File: config.mk
export PLATFORM = sky130hd
export DESIGN_NAME = div_datapath_flat
export DESIGN_NICKNAME = d
export VERILOG_FILES = /design/src/rtl/div_datapath_if.sv /design/src/rtl/div_datapath.sv /design/src/flat_wrapper.sv
export SDC_FILE = /design/constraint.sdc
export NUM_CORES = 1
export LEC_CHECK = 0
export CAP_MARGIN = 5
export CORE_UTILIZATION = 24
export DETAILED_ROUTE_END_ITERATION = 6
export SYNTH_ARGS = -nofsm -noshare
export SYNTH_HDL_FRONTEND = slang
export SYNTH_SLANG_ARGS = --single-unit
File: constraint.sdc
create_clock -name clk -period 3.8 [get_ports clk]
set_clock_uncertainty 0.05 [all_clocks]
set_input_delay 0.38 -clock clk [delete_from_list [all_inputs] [get_ports clk]]
set_output_delay 0.38 -clock clk [all_outputs]
set_load 0.02 [all_outputs]
File: src/rtl/div_datapath_if.sv
// Handshake and operand/result bus for div_datapath.
// master: the requester driving Run/W_ctrl/operands; slave: the divider.
interface div_datapath_if;
  logic        Run;
  logic        W_ctrl;
  logic [31:0] Dividend;
  logic [31:0] Divisor;
  logic [31:0] Quotient;
  logic [31:0] Remainder;
  logic        Done;
  logic        DivZero;

  modport master (
    output Run, W_ctrl, Dividend, Divisor,
    input  Quotient, Remainder, Done, DivZero
  );

  modport slave (
    input  Run, W_ctrl, Dividend, Divisor,
    output Quotient, Remainder, Done, DivZero
  );
endinterface

File: src/rtl/div_datapath.sv
// div_datapath: 32-bit restoring divider, one quotient bit per enabled edge.
// Load edge + 32 step edges = 33 edges to Done; divide by zero completes on
// the edge after load. W_ctrl=0 stalls; Run=0 aborts/returns to IDLE.
// Optional feature: define DIV_SIGNED_EN for two's-complement operands
// (magnitudes at load, sign fix-up applied combinationally at the output write).
module div_datapath (
  input  logic          clk,
  input  logic          Reset,
  div_datapath_if.slave bus
);

  typedef enum logic [1:0] {IDLE, ITER, DONE} state_t;

  state_t      state, state_next;

  logic [31:0] rem;       // partial remainder (bit 32 of the working value is always 0 after a step)
  logic [31:0] sreg;      // dividend shifts out of the top, quotient bits shift in at the bottom
  logic [31:0] dsr;       // captured divisor (magnitude in signed mode)
  logic [5:0]  cnt;
  logic        dz_pend;   // divide-by-zero result still to be written

  logic        load, step, finish, dz_write;

  logic [32:0] rem_sh;
  logic        ge;
  logic [32:0] rem_next;
  logic [31:0] q_raw;
  logic [31:0] q_out, r_out;
  logic [31:0] dvd_load, dsr_load;

`ifdef DIV_SIGNED_EN
  logic neg_q, neg_r;

  // Magnitudes at load; a zero divisor keeps the raw dividend so it can be returned unchanged.
  always_comb begin
    dsr_load = bus.Divisor[31]  ? -bus.Divisor  : bus.Divisor;
    dvd_load = bus.Dividend[31] ? -bus.Dividend : bus.Dividend;
    if (bus.Divisor == '0) dvd_load = bus.Dividend;
  end

  // Sign fix-up at the output write: quotient negative if signs differ, remainder follows dividend.
  always_comb begin
    q_out = neg_q ? -q_raw : q_raw;
    r_out = neg_r ? -rem_next[31:0] : rem_next[31:0];
  end
`else
  // Unsigned operands pass straight through.
  always_comb begin
    dsr_load = bus.Divisor;
    dvd_load = bus.Dividend;
    q_out    = q_raw;
    r_out    = rem_next[31:0];
  end
`endif

  // One restoring step: shift in the next dividend bit, trial-subtract the divisor.
  always_comb begin
    rem_sh   = {rem, sreg[31]};
    ge       = (rem_sh >= {1'b0, dsr});
    rem_next = ge ? (rem_sh - {1'b0, dsr}) : rem_sh;
    q_raw    = {sreg[30:0], ge};
  end

  // State register.
  always_ff @(posedge clk or negedge Reset) begin
    if (!Reset) state <= IDLE;
    else        state <= state_next;
  end

  // Next state and datapath strobes; Run=0 wins over a stall so aborts are never blocked.
  always_comb begin
    state_next = state;
    load       = 1'b0;
    step       = 1'b0;
    finish     = 1'b0;
    dz_write   = 1'b0;
    if (!bus.Run) begin
      state_next = IDLE;
    end else if (bus.W_ctrl) begin
      case (state)
        IDLE: begin
          load       = 1'b1;
          state_next = (bus.Divisor == '0) ? DONE : ITER;
        end
        ITER: begin
          step = 1'b1;
          if (cnt == 6'd31) begin
            finish     = 1'b1;
            state_next = DONE;
          end
        end
        DONE: begin
          dz_write = dz_pend;
        end
        default: state_next = IDLE;
      endcase
    end
  end

  // Operand/iteration registers and result outputs.
  always_ff @(posedge clk or negedge Reset) begin
    if (!Reset) begin
      rem           <= '0;
      sreg          <= '0;
      dsr           <= '0;
      cnt           <= '0;
      dz_pend       <= 1'b0;
      bus.Quotient  <= '0;
      bus.Remainder <= '0;
      bus.Done      <= 1'b0;
      bus.DivZero   <= 1'b0;
`ifdef DIV_SIGNED_EN
      neg_q         <= 1'b0;
      neg_r         <= 1'b0;
`endif
    end else begin
      if (!bus.Run) begin
        bus.Done <= 1'b0;
        dz_pend  <= 1'b0;
      end
      if (load) begin
        rem         <= '0;
        sreg        <= dvd_load;
        dsr         <= dsr_load;
        cnt         <= '0;
        dz_pend     <= (bus.Divisor == '0);
        bus.Done    <= 1'b0;
        bus.DivZero <= 1'b0;
`ifdef DIV_SIGNED_EN
        neg_q       <= bus.Dividend[31] ^ bus.Divisor[31];
        neg_r       <= bus.Dividend[31];
`endif
      end
      if (step) begin
        rem  <= rem_next[31:0];
        sreg <= q_raw;
        cnt  <= cnt + 6'd1;
        if (finish) begin
          bus.Quotient  <= q_out;
          bus.Remainder <= r_out;
          bus.Done      <= 1'b1;
        end
      end
      if (dz_write) begin
        bus.Quotient  <= '1;
        bus.Remainder <= sreg;
        bus.DivZero   <= 1'b1;
        bus.Done      <= 1'b1;
        dz_pend       <= 1'b0;
      end
    end
  end

endmodule

File: src/flat_wrapper.sv
// flat-port wrapper written by rule: the top's interface ports become plain ports
module div_datapath_flat 
  (clk, Reset, bus_Run, bus_W_ctrl, bus_Dividend, bus_Divisor, bus_Quotient, bus_Remainder, bus_Done, bus_DivZero);
  div_datapath_if bus_i ();
  input  logic clk;
  input  logic Reset;
  input wire logic [$bits(bus_i.Run)-1:0] bus_Run;
  input wire logic [$bits(bus_i.W_ctrl)-1:0] bus_W_ctrl;
  input wire logic [$bits(bus_i.Dividend)-1:0] bus_Dividend;
  input wire logic [$bits(bus_i.Divisor)-1:0] bus_Divisor;
  output wire logic [$bits(bus_i.Quotient)-1:0] bus_Quotient;
  output wire logic [$bits(bus_i.Remainder)-1:0] bus_Remainder;
  output wire logic [$bits(bus_i.Done)-1:0] bus_Done;
  output wire logic [$bits(bus_i.DivZero)-1:0] bus_DivZero;
  assign bus_i.Run = bus_Run;
  assign bus_i.W_ctrl = bus_W_ctrl;
  assign bus_i.Dividend = bus_Dividend;
  assign bus_i.Divisor = bus_Divisor;
  assign bus_Quotient = bus_i.Quotient;
  assign bus_Remainder = bus_i.Remainder;
  assign bus_Done = bus_i.Done;
  assign bus_DivZero = bus_i.DivZero;
  div_datapath u_core (.clk(clk), .Reset(Reset), .bus(bus_i));
endmodule
# Word level (Yosys, flattened, before mapping)

Cells that the tools add are included.

ROM bits: 0
RAM bits: 0
Memories: 0
Register bits after elaboration: 171
Latch bits: 0
Bits of input ports: 68
Output and inout port bits: 66

Reduce and logical (&&, ||, !) cells: 8
Add/sub/neg operators: 2
Bitwise logic cells: 0
$lt $le $gt $ge: 1
Multiplexer cells: 41
Shift operators: 0
Div/mod/pow operators: 0
Equal/unequal tests: 7
Multipliers: 0

Operators with widths:

| cell                | count |
|---|---|
| $mux 32             | 11 |
| $ge 33x32->1        | 1 |
| $logic_not 32->1    | 1 |
| $sub 32x32->32      | 1 |
| $mux 1              | 23 |
| $mux 6              | 2 |
| $mux 2              | 4 |
| $reduce_bool 2->1   | 4 |
| $add 6x1->6 const B | 1 |
| $eq 6x5->1 const B  | 1 |
| $pmux 2 s3          | 1 |
| $ne 3x1->1 const B  | 1 |
| $ne 3x2->1 const B  | 1 |
| $reduce_and 3->1    | 1 |
| $eq 2x1->1 const B  | 1 |
| $eq 2x2->1 const B  | 1 |
| $logic_not 2->1     | 1 |
| $ne 2x1->1 const B  | 1 |
| $ne 2x2->1 const B  | 1 |
| $reduce_and 2->1    | 1 |

# Longest topological paths before layout

Gate-level depths: netlist of the first run.

Word-level depth: 8
Depth in mapped cells: 12
Gate-level depth less buffers: 12

# Worst setup path after synthesis of the first run

OpenSTA, ideal clock, no wires.

Kind: reg2reg
Start: register u_core.rem[16]
End: register u_core.bus.Remainder[30]
Arrival: 2632 ps
Required time: 3624 ps
Setup slack: 992 ps
Period minus slack after synthesis: 2808 ps
Path buffers: 1
Cell stages (with the launch flop): 11
Cells stage by stage: dfrtp_1 -> ha_1 -> clkbuf_1 -> nand4_1 -> nor4_1 -> a311oi_1 -> o21ai_0 -> a21oi_1 -> nor2_2 -> mux2_1 -> a221o_1

Cells in the longest elaborated chain, start to end: 5
Elaborated cells between the ends (all ways): 6
Those cells by class: 1 x add/sub; 1 x order compare; 4 x mux

RTL lines:

| what                                                  | RTL line                               | text |
|---|---|---|
| start: declaration                                    | div_datapath.sv:16                     | `logic [31:0] rem;` |
| start signal: assignment                              | div_datapath.sv:135                    | `rem <= rem_next[31:0];` |
| $sub 32x32->32 / $ge 33x32->1 (equally long branches) | div_datapath.sv:60, div_datapath.sv:59 |  |
| $mux 32 *                                             | div_datapath.sv:60                     | `rem_next = ge ? (rem_sh - {1'b0, dsr}) : rem_sh;` |
| $mux 32 *                                             | div_datapath.sv:138                    | `if (finish) begin` |
| $mux 32 *                                             | div_datapath.sv:134                    | `if (step) begin` |
| $mux 32 *                                             | div_datapath.sv:144                    | `if (dz_write) begin` |
| end signal: assignment                                | div_datapath.sv:140                    | `bus.Remainder <= r_out;` |
| end signal: assignment                                | div_datapath.sv:146                    | `bus.Remainder <= sreg;` |
| end: declaration                                      | div_datapath_if.sv:20                  | `output Quotient, Remainder, Done, DivZero` |

Mark *: on every way between the ends. The rest lies on a longest branch, timed or not. The select of a mux whose other input is x is not followed.
A chain may end at the register's enable or synchronous reset.

# Worst setup path after layout of the first run

Start: register u_core.rem[9]
End: register u_core.bus.Remainder[28]

Same word-level chain as after synthesis.

==> flow_summary.json, run 1 <==
{
  "outcome": "completed",
  "endpoint_kind": "flop",
  "power.switching_mw": 2.686,
  "postLayoutCoreUtil_pct": 31.35,
  "io_buffers": 133,
  "dieArea_um2": 39260,
  "synth_top_area_share_pct": 46.34,
  "cts_buffer_depth": 2,
  "cts_buffers": 17,
  "synthTopCellsByCount": "dfrtp_1 (171), nand2_1 (150), o21ai_0 (148)",
  "p_clk_share_pct": 26.2,
  "synth_seq_area_share_pct": 46.34,
  "ios": 134,
  "ctsRootBufferMaster": "clkbuf_16",
  "required_ps": 4070,
  "antenna_found_initial": 0,
  "ys_types": 54,
  "p_comb_share_pct": 41.0,
  "seq_area_um2": 4280,
  "slew_headroom_pct": 24.74,
  "yosys.area.top_type": "dfrtp_1",
  "grt_overflow_total": 0,
  "crit_fanout": 17,
  "max_freq_mhz": 294.3,
  "whs_ps": 453.5,
  "nNetsFinal": 1255,
  "layout_min_cycle_time_ps": 3398,
  "start_util_pct": 24.46,
  "crit_type": "reg2reg",
  "synthFlopType": "dfrtp_1",
  "hold_class": "reg2reg",
  "hpwl_um": 21800,
  "multi_input_comb_area_um2": 4556,
  "wirelength_um": 29640,
  "drv_slew": 0,
  "fin_crit_sh_pct": 89.42,
  "synth.net_count": 1134,
  "coreArea_um2": 37760,
  "dr_total_vias": 8024,
  "cts_post_setup_buffers_inserted": 0,
  "clk_latency_ps": 440,
  "h-tree-depth": 4,
  "grt_pass1_wl_um": 46620,
  "worstMarginPinSlew_ps": 1128,
  "cts_hold_buf": 1,
  "drive_above_1_share_pct": 6.518,
  "antenna_left": 0,
  "ys.warnings.count": 0,
  "cp-start-kind": "flop",
  "top_usage_layer": "met2",
  "use_met3_pct": 3.475,
  "nFillCells": 3926,
  "grt_max_degree": 74,
  "num_antenna_cells": 0,
  "drv_cap": 0,
  "synth_edf_count": 0,
  "first_pass_iters": 6,
  "power-per-cell-area_nw_per_um2": 574.2,
  "dr.first_iter.drc_count": 680,
  "synth_most_common_cell": "dfrtp_1",
  "cts_tree": "yes",
  "synthArstFlopShare_pct": 100.0,
  "syn2layout_area_growth_pct": 28.17,
  "ys_ff_latch": 171,
  "grtUsageMet1_pct": 22.20,
  "power.internal_mw": 4.110,
  "setup_viol": 0,
  "synthesis.area_um2": 9234,
  "setup_tns_ps": 0,
  "ir_drop_mv": 0.3099,
  "cp.arrival_ps": 3670,
  "clk_pin_slew_ps": 80,
  "final_hold_viol_count": 0,
  "postSynthCellCount": 1032,
  "rsz0062_at_grt": "false",
  "via_per_inst": 4.785,
  "cts_resized": 0,
  "chipHeight_um": 198.2,
  "post_drt_wl_per_cell_um": 17.68,
  "route.detailed.drc": 0,
  "groute.usage.overall_pct": 15.59,
  "p_leak_nw": 5.161,
  "rows": 71,
  "use_met2_pct": 23.52,
  "power_frac_seq_pct": 32.8,
  "gp_congestion": 0.9065,
  "die_w_um": 198.2,
  "avgSynthCellArea_um2": 8.948,
  "cts_sinks": 171,
  "switching_share_pct": 39.52,
  "grt_pass1_vias": 7976,
  "synth.top_cells.by_area": "dfrtp_1 (46%), o21ai_0 (8.0%), nand2_1 (6.1%), mux2i_1 (5.5%), a21oi_1 (4.5%)"
}
[power by group through the flow]
stage | Sequential, mW | Combinational [mW] | Clock (mW)
CTS | 2.22 | 2.76 | 1.84
finish | 2.23 | 2.79 | 1.78
global placement | 2.25 | 2.75 | 0
floorplan | 2.19 | 1.82 | 0
global route | 2.26 | 3.07 | 1.91
detailed placement | 2.26 | 2.75 | 0
[through the flow]
stage / cell area [um2] / setup slack, ps / instances / total power, mW
after detailed placement: 11240 / 455.7 / 1644 / 5.004
after global placement: 11240 / 548.6 / 1644 / 4.998
final: 11840 / 402.1 / 1677 / 6.796
after floorplan: 9234 / 992.4 / 1032 / 4.012
after global routing: 11840 / 90.20 / 1677 / 7.234
after CTS: 11840 / 410.9 / 1677 / 6.824
[metal layers]
layer	wire length, um	vias to the layer above
li1	-	3924
met1	14530	3825
met2	12870	247
met3	1827	28
met4	423	0
met5	0	-
[final timing paths]
path	depth (start not counted)	start	endpoint	slack (ps)
max	10	u_core.rem[9]	u_core.bus.Remainder[28]	400
max reg2reg	10	u_core.rem[9]	u_core.bus.Remainder[28]	400
min	2	u_core.bus.Remainder[10]	u_core.bus.Remainder[10]	450
min in group asynchronous	2	Reset	u_core.bus.Remainder[21]	510
min reg2reg	2	u_core.bus.Remainder[10]	u_core.bus.Remainder[10]	450
max in group asynchronous	3	Reset	u_core.rem[6]	2270
[cell usage in the layout, fill, tap and decap left out, drive strengths merged, types with 18 or more instances in the layout]
cell,Yosys,layout
dfrtp,171,171
nand2,150,150
o21ai,148,148
clkdlybuf4s50,0,132
a21oi,84,84
nor2,56,56
inv,47,53
mux2i,51,51
ha,33,33
a22oi,31,31
buf,14,30
nand3,23,23
clkbuf,47,18
[registers in the layout, indices dropped and copies added (netlist names)]
name and flops:
u_core.bus.DivZero 1, u_core.bus.Done 1, u_core.bus.Quotient 32, u_core.bus.Remainder 32, u_core.cnt 6, u_core.dsr 32, u_core.dz_pend 1, u_core.rem 32
u_core.sreg 32, u_core.state 2
[worst max-delay path: stages (launching register included)]
cell	delay (ps)
dfrtp_1	400
ha_1	420
nand4_1	230
nor4_1	410
a311oi_1	140
o21ai_0	280
a21oi_1	210
nor2_2	230
buf_12	210
mux2_1	340
a221o_1	350
[area by class of cell]
| class | count | area share (%) |
|---|---|---|
| multi-input cells | 753 | 38.49 |
| flip-flops and latches | 171 | 36.17 |
| repair buffers | 163 | 13.50 |
| well taps | 511 | 5.402 |
| clock buffers | 18 | 3.626 |
| inverters | 47 | 1.491 |
| clock inverters | 14 | 1.321 |
[logic make-up (layout without fill, tap and decap cells)]
kind of cell	Yosys count	count (layout)	share of synthesized area [%]
buf+inv	108	242	4.580
flops	171	171	46.34
compound gates	345	345	22.06
mux	54	54	5.894
simple gates	300	300	14.54
xor+xnor	20	20	1.897
fa+ha+maj	34	34	4.688
(Power assumes the default switching activity.)
==> run 2: changes to the inputs <==
--- a/config.mk
+++ b/config.mk
@@ -6,8 +6,10 @@
 export NUM_CORES = 1
 export LEC_CHECK = 0
 export CAP_MARGIN = 5
+export CORE_ASPECT_RATIO = 0.7
 export CORE_UTILIZATION = 24
 export DETAILED_ROUTE_END_ITERATION = 6
 export SYNTH_ARGS = -nofsm -noshare
 export SYNTH_HDL_FRONTEND = slang
 export SYNTH_SLANG_ARGS = --single-unit
+export TNS_END_PERCENT = 1
==> run 2 against run 1 <==
The run now ends with design-rule violations left. Count of clock-buffer cells in the layout rose by 2. Design area increased by 0.16%. Worst setup slack got worse by 180 ps. Critical path depth grew 1. First-iteration DRC count decreased by 5.1%. Die area about the same. Largest power group unchanged.
==> flow_summary.json, run 2 (same netlist as run 1, synthesis figures left out) <==
{
  "final_common_cell": "dfrtp_1",
  "p_leak_nw": 5.198,
  "drive_above_1_share_pct": 7.179,
  "cp.arrival_ps": 3840,
  "coreArea_um2": 37500,
  "cts_buffer_depth": 2,
  "postLayoutCoreUtil_pct": 31.61,
  "r2r_slack_ps": 220,
  "start_util_pct": 24.62,
  "dr.first_iter.drc_count": 645,
  "syn2layout_area_growth_pct": 28.37,
  "cts_sinks": 171,
  "gp_congestion": 0.9153,
  "setup_tns_ps": 0,
  "max_freq_mhz": 279.6,
  "drv_cap": 0,
  "drv_slew": 0,
  "cts_tree": "yes",
  "wirelength_um": 31380,
  "ios": 134,
  "violations": "design-rule violations",
  "fin_area_um2": 11850,
  "post_dp_cell_area_um2": 11230,
  "cts_post_setup_buffers_inserted": 0,
  "antenna_left": 0,
  "grt_pass1_wl_um": 48400,
  "clk_latency_ps": 450,
  "path_cells": "ha_1, nand3_1, o21bai_1, a311oi_2, o211a_1, nor4_4, nor2_2, buf_4, buf_4, mux2i_1, o21ai_0",
  "hpwl_um": 23380,
  "ctsRootBufferMaster": "clkbuf_16",
  "setup_viol": 0,
  "layout_min_cycle_time_ps": 3577,
  "r2r-start": "u_core.rem[2]",
  "stdcell_count": 1660,
  "critPathTopFamily": "compound AO/OA/AOI/OAI gates",
  "dr_total_vias": 8280,
  "cp-start-kind": "flop",
  "timing.rr.end": "u_core.bus.Remainder[13]",
  "crit_start": "u_core.rem[2]",
  "h-tree-depth": 4,
  "route.detailed.drc": 7,
  "slew_headroom_pct": 41.41,
  "slowest_delay_ps": 460,
  "grt_pass1_vias": 8008,
  "final_cell_mix": "dfrtp_1 (170), nand2_1 (150), o21ai_0 (148)",
  "rsz0062_at_grt": "false",
  "chipHeight_um": 166.1,
  "groute.usage.overall_pct": 16.10,
  "crit_fanout": 15,
  "endpoint_kind": "flop",
  "clk_pin_slew_ps": 70,
  "cp.buffers_inverters": 2,
  "fin_crit_sh_pct": 94.12,
  "die_w_um": 236.4,
  "hold_depth": 1,
  "required_ps": 4060,
  "ir_drop_mv": 0.3722,
  "io_buffers": 133,
  "post_drt_wl_per_cell_um": 18.90,
  "dieArea_um2": 39280,
  "grt_overflow_total": 0,
  "final_hold_viol_count": 0,
  "via_per_inst": 4.988,
  "power-per-cell-area_nw_per_um2": 573.8,
  "first_pass_iters": 7,
  "slowest_stage": "a311oi_2",
  "hold_class": "reg2reg",
  "cts_buffers": 17,
  "antenna_found_initial": 2,
  "rows": 59,
  "crit_type": "reg2reg",
  "worstMarginPinSlew_ps": 878.9,
  "nNetsFinal": 1259,
  "place_inst": 1625,
  "power_mw": 6.802,
  "worstHoldEndpoint": "u_core.bus.DivZero",
  "outcome": "complete, but fails checks",
  "r2r_cells": 11,
  "cp_common_cell": "buf_4",
  "grt_max_degree": 85,
  "min_from": "u_core.bus.DivZero"
}
[run 2: cell count changes in the layout (fill, tap and decap cells not counted), moves of 2 or more]
| cell | change |
|---|---|
| buf_4 | +5 |
| clkbuf_8 | +3 |
| clkinv_2 | +2 |
| clkinvlp_4 | -2 |
| diode_2 | +2 |
| inv_6 | -2 |
[run 2: through the flow]
stage | worst slack [ps] | hold WS [ps]
floorplan | 992.4 | 34.41
global placement | 266.3 | 422.4
detailed placement | 210.2 | 439.1
CTS | 172.7 | 450.6
global route | 22.92 | 476.5
finish | 223.5 | 441.7
[run 2: how the worst max path moves through the flow]
stage                                           to  depth (start not counted)
final                     u_core.bus.Remainder[13]                         11
after global routing                u_core.rem[13]                         11
after CTS                 u_core.bus.Remainder[13]                         11
after detailed placement  u_core.bus.Remainder[13]                         11
after global placement    u_core.bus.Remainder[13]                         11
after floorplan           u_core.bus.Remainder[30]                         10
[run 2: final cells by class]
cell class                      count  area, um2
Clock buffer                       20      466.7
Inverter                           47      176.4
Multi-Input combinational cell    753       4566
Antenna cell                        2      5.005
Sequential cell                   171       4280
Tap cell                          488      610.6
Fill cell                        3929      25650
Clock inverter                     12      133.9
Timing Repair Buffer              167       1615
[run 2: routing by layer]
metal  share of wire (%)  vias up  track usage [%]
met5                   0        -                0
met4                 1.9        0            4.461
met3                 6.1       38            3.989
met2                  44      252            24.12
met1                  48     4063            22.87
li1                    -     3927                -
[run 2: what timing repair did]
| action | CTS | global route |
|---|---|---|
| resized for setup | 0 | 3 |
| hold buffers | 1 | 0 |
| hold endpoints to repair | 16 | 0 |
| setup endpoints to repair | 0 | 12 |
[run 2: power breakdown]
part | switching [mW] | internal [mW] | leakage, nW
sequential | 0.200 | 2.04 | 2.22
clock | 0.787 | 1.03 | 0.294
combinational | 1.71 | 1.05 | 2.68
total | 2.69 | 4.11 | 5.20
==> run 3: changes to the inputs <==
==> constraint.sdc (replaced) <==
create_clock -name clk -period 3 [get_ports clk]
set_clock_uncertainty 0.05 [all_clocks]
set_input_delay 0.3 -clock clk [delete_from_list [all_inputs] [get_ports clk]]
set_output_delay 0.3 -clock clk [all_outputs]
set_load 0.02 [all_outputs]
==> run 3 against run 2 <==
The run ends with negative setup slack left. Utilization rose by 3.2 points. Non-clock buffer count rose by 113. Global-route usage up 0.42 points. Design area up 10%. Critical path depth is 1 lower. Power up 47%. Worst setup slack got worse by 290 ps. Maximum frequency increased by 16%. Largest power group unchanged.
==> flow_summary.json, run 3 (same netlist as run 1, synthesis figures left out) <==
{
  "outcome": "complete, but fails checks",
  "violations": "negative setup slack",
  "hpwl_um": 23890,
  "rows": 59,
  "grt_overflow_total": 0,
  "cts_sinks": 171,
  "start_util_pct": 24.62,
  "rsz0062_at_grt": "true",
  "use_met3_pct": 3.324,
  "use_met2_pct": 25.01,
  "max_freq_mhz": 325.6,
  "crit_type": "reg2reg",
  "power_frac_seq_pct": 28.0,
  "stdcell_count": 1771,
  "final_hold_viol_count": 0,
  "nNetsFinal": 1372,
  "dr.first_iter.drc_count": 759,
  "ctsRootBufferMaster": "clkbuf_16",
  "layout_min_cycle_time_ps": 3071,
  "chipHeight_um": 166.1,
  "clk_latency_ps": 440,
  "cp.arrival_ps": 3350,
  "grt_pass1_wl_um": 49860,
  "grt_pass1_vias": 8496,
  "drive_above_1_share_pct": 18.32,
  "endpoint_kind": "flop",
  "cts_buffers": 17,
  "groute.usage.overall_pct": 16.53,
  "r2r-start": "u_core.rem[3]",
  "ir_drop_mv": 0.5395,
  "die_w_um": 236.4,
  "p_clk_share_pct": 23.7,
  "final_common_cell": "dfrtp_1",
  "num_antenna_cells": 0,
  "cp-start-kind": "flop",
  "crit_start": "u_core.rem[3]",
  "post_dp_cell_area_um2": 11990,
  "grtUsageMet1_pct": 23.75,
  "grt_max_degree": 72,
  "post_drt_wl_per_cell_um": 17.95,
  "ios": 134,
  "nFillCells": 3842,
  "fin_area_um2": 13040,
  "gp_congestion": 0.9236,
  "place_inst": 1725,
  "p_comb_share_pct": 48.3,
  "switching_share_pct": 37.26,
  "slowest_stage": "dfrtp_1",
  "min_from": "bus_Divisor[31]",
  "setup_tns_ps": -308.2,
  "antenna_left": 0,
  "drv_cap": 0,
  "required_ps": 3280,
  "h-tree-depth": 4,
  "setup_viol": 9,
  "antenna_found_initial": 0,
  "slew_headroom_pct": 49.58,
  "power-per-cell-area_nw_per_um2": 768.6,
  "critPathTopFamily": "compound AO/OA/AOI/OAI gates",
  "slowest_delay_ps": 410,
  "via_per_inst": 4.827,
  "crit_fanout": 5,
  "dieArea_um2": 39280,
  "drv_slew": 0,
  "top_usage_layer": "met2",
  "first_pass_iters": 7,
  "final_cell_mix": "dfrtp_1 (170), nand2_1 (150), o21ai_0 (138)",
  "route.detailed.drc": 0,
  "hold_class": "in2reg",
  "cts_buffer_depth": 2,
  "io_buffers": 133,
  "syn2layout_area_growth_pct": 41.26,
  "cp.buffers_inverters": 1,
  "power.switching_mw": 3.736,
  "fin_crit_sh_pct": 102.4,
  "wirelength_um": 31800,
  "path_cells": "ha_1, nand3_2, o21bai_1, a311oi_2, o211a_1, nor4_4, nor2_2, buf_6, mux2_1, a221o_1",
  "fin_ws_ps": -71.04,
  "cts_tree": "yes",
  "worstMarginPinSlew_ps": 756.4,
  "dr_total_vias": 8548,
  "power.internal_mw": 6.290,
  "clk_pin_slew_ps": 70,
  "p_leak_nw": 5.786,
  "coreArea_um2": 37500
}
run 3: final timing paths:
| kind | end | slack (ps) | cells after the start |
|---|---|---|---|
| worst max-delay path | u_core.bus.Remainder[30] | -70 | 10 |
| worst min-delay path | u_core.dsr[31] | 390 | 3 |
| worst max register to register | u_core.bus.Remainder[30] | -70 | 10 |
| worst min register to register | u_core.bus.Remainder[8] | 450 | 2 |
| max in group asynchronous | u_core.sreg[29] | 1740 | 3 |
| min in group asynchronous | u_core.bus.Remainder[6] | 410 | 2 |
run 3: layer usage:
layer,vias up,share of wire [%]
met2,211,44
met5,-,0
met1,4152,49
met4,0,1.8
met3,35,5.0
li1,4150,-
run 3: cell type report:
type                    instances  area (um2)  share of cell area, %
clock buffers                  22       454.2                  3.482
repair buffers                280        2507                  19.22
multi-input cells             753        4848                  37.17
clock inverters                10       166.4                  1.276
flip-flops and latches        171        4280                  32.82
well taps                     488       610.6                  4.681
inverters                      47       176.4                  1.353
run 3: per-stage QoR:
step	total power [mW]	worst slack [ps]	hold slack [ps]	utilization, %
2_1_floorplan	5.082	192.4	-45.59	-
3_3_place_gp	7.014	-277.4	330.6	31.98
3_5_place_dp	7.030	-318.8	343.0	31.98
4_1_cts	9.697	-24.53	368.5	34.17
5_1_grt	10.63	-226.0	405.9	34.78
6_report	10.03	-71.04	385.7	34.78
run 3: worst register-to-register path, stage by stage (launching register included):
cell and delay, ps:
dfrtp_1 410, ha_1 400, nand3_2 150, o21bai_1 220, a311oi_2 360, o211a_1 280
nor4_4 70, nor2_2 190, buf_6 160, mux2_1 330, a221o_1 340
run 3: what timing repair did:
item | CTS | global route
gates resized for setup | 27 | 41
endpoints found under the hold margin | 69 | 0
hold buffers | 1 | 0
setup buffers | 8 | 5
pin swaps | 12 | 18
endpoints found under the setup margin | 54 | 63
run 3: power by group through the flow:
stage	clock (mW)	combinational [mW]	sequential [mW]
6_report	2.37	4.84	2.81
5_1_grt	2.53	5.26	2.84
4_1_cts	2.43	4.46	2.80
3_5_place_dp	0	4.19	2.84
3_3_place_gp	0	4.19	2.83
2_1_floorplan	0	2.31	2.78
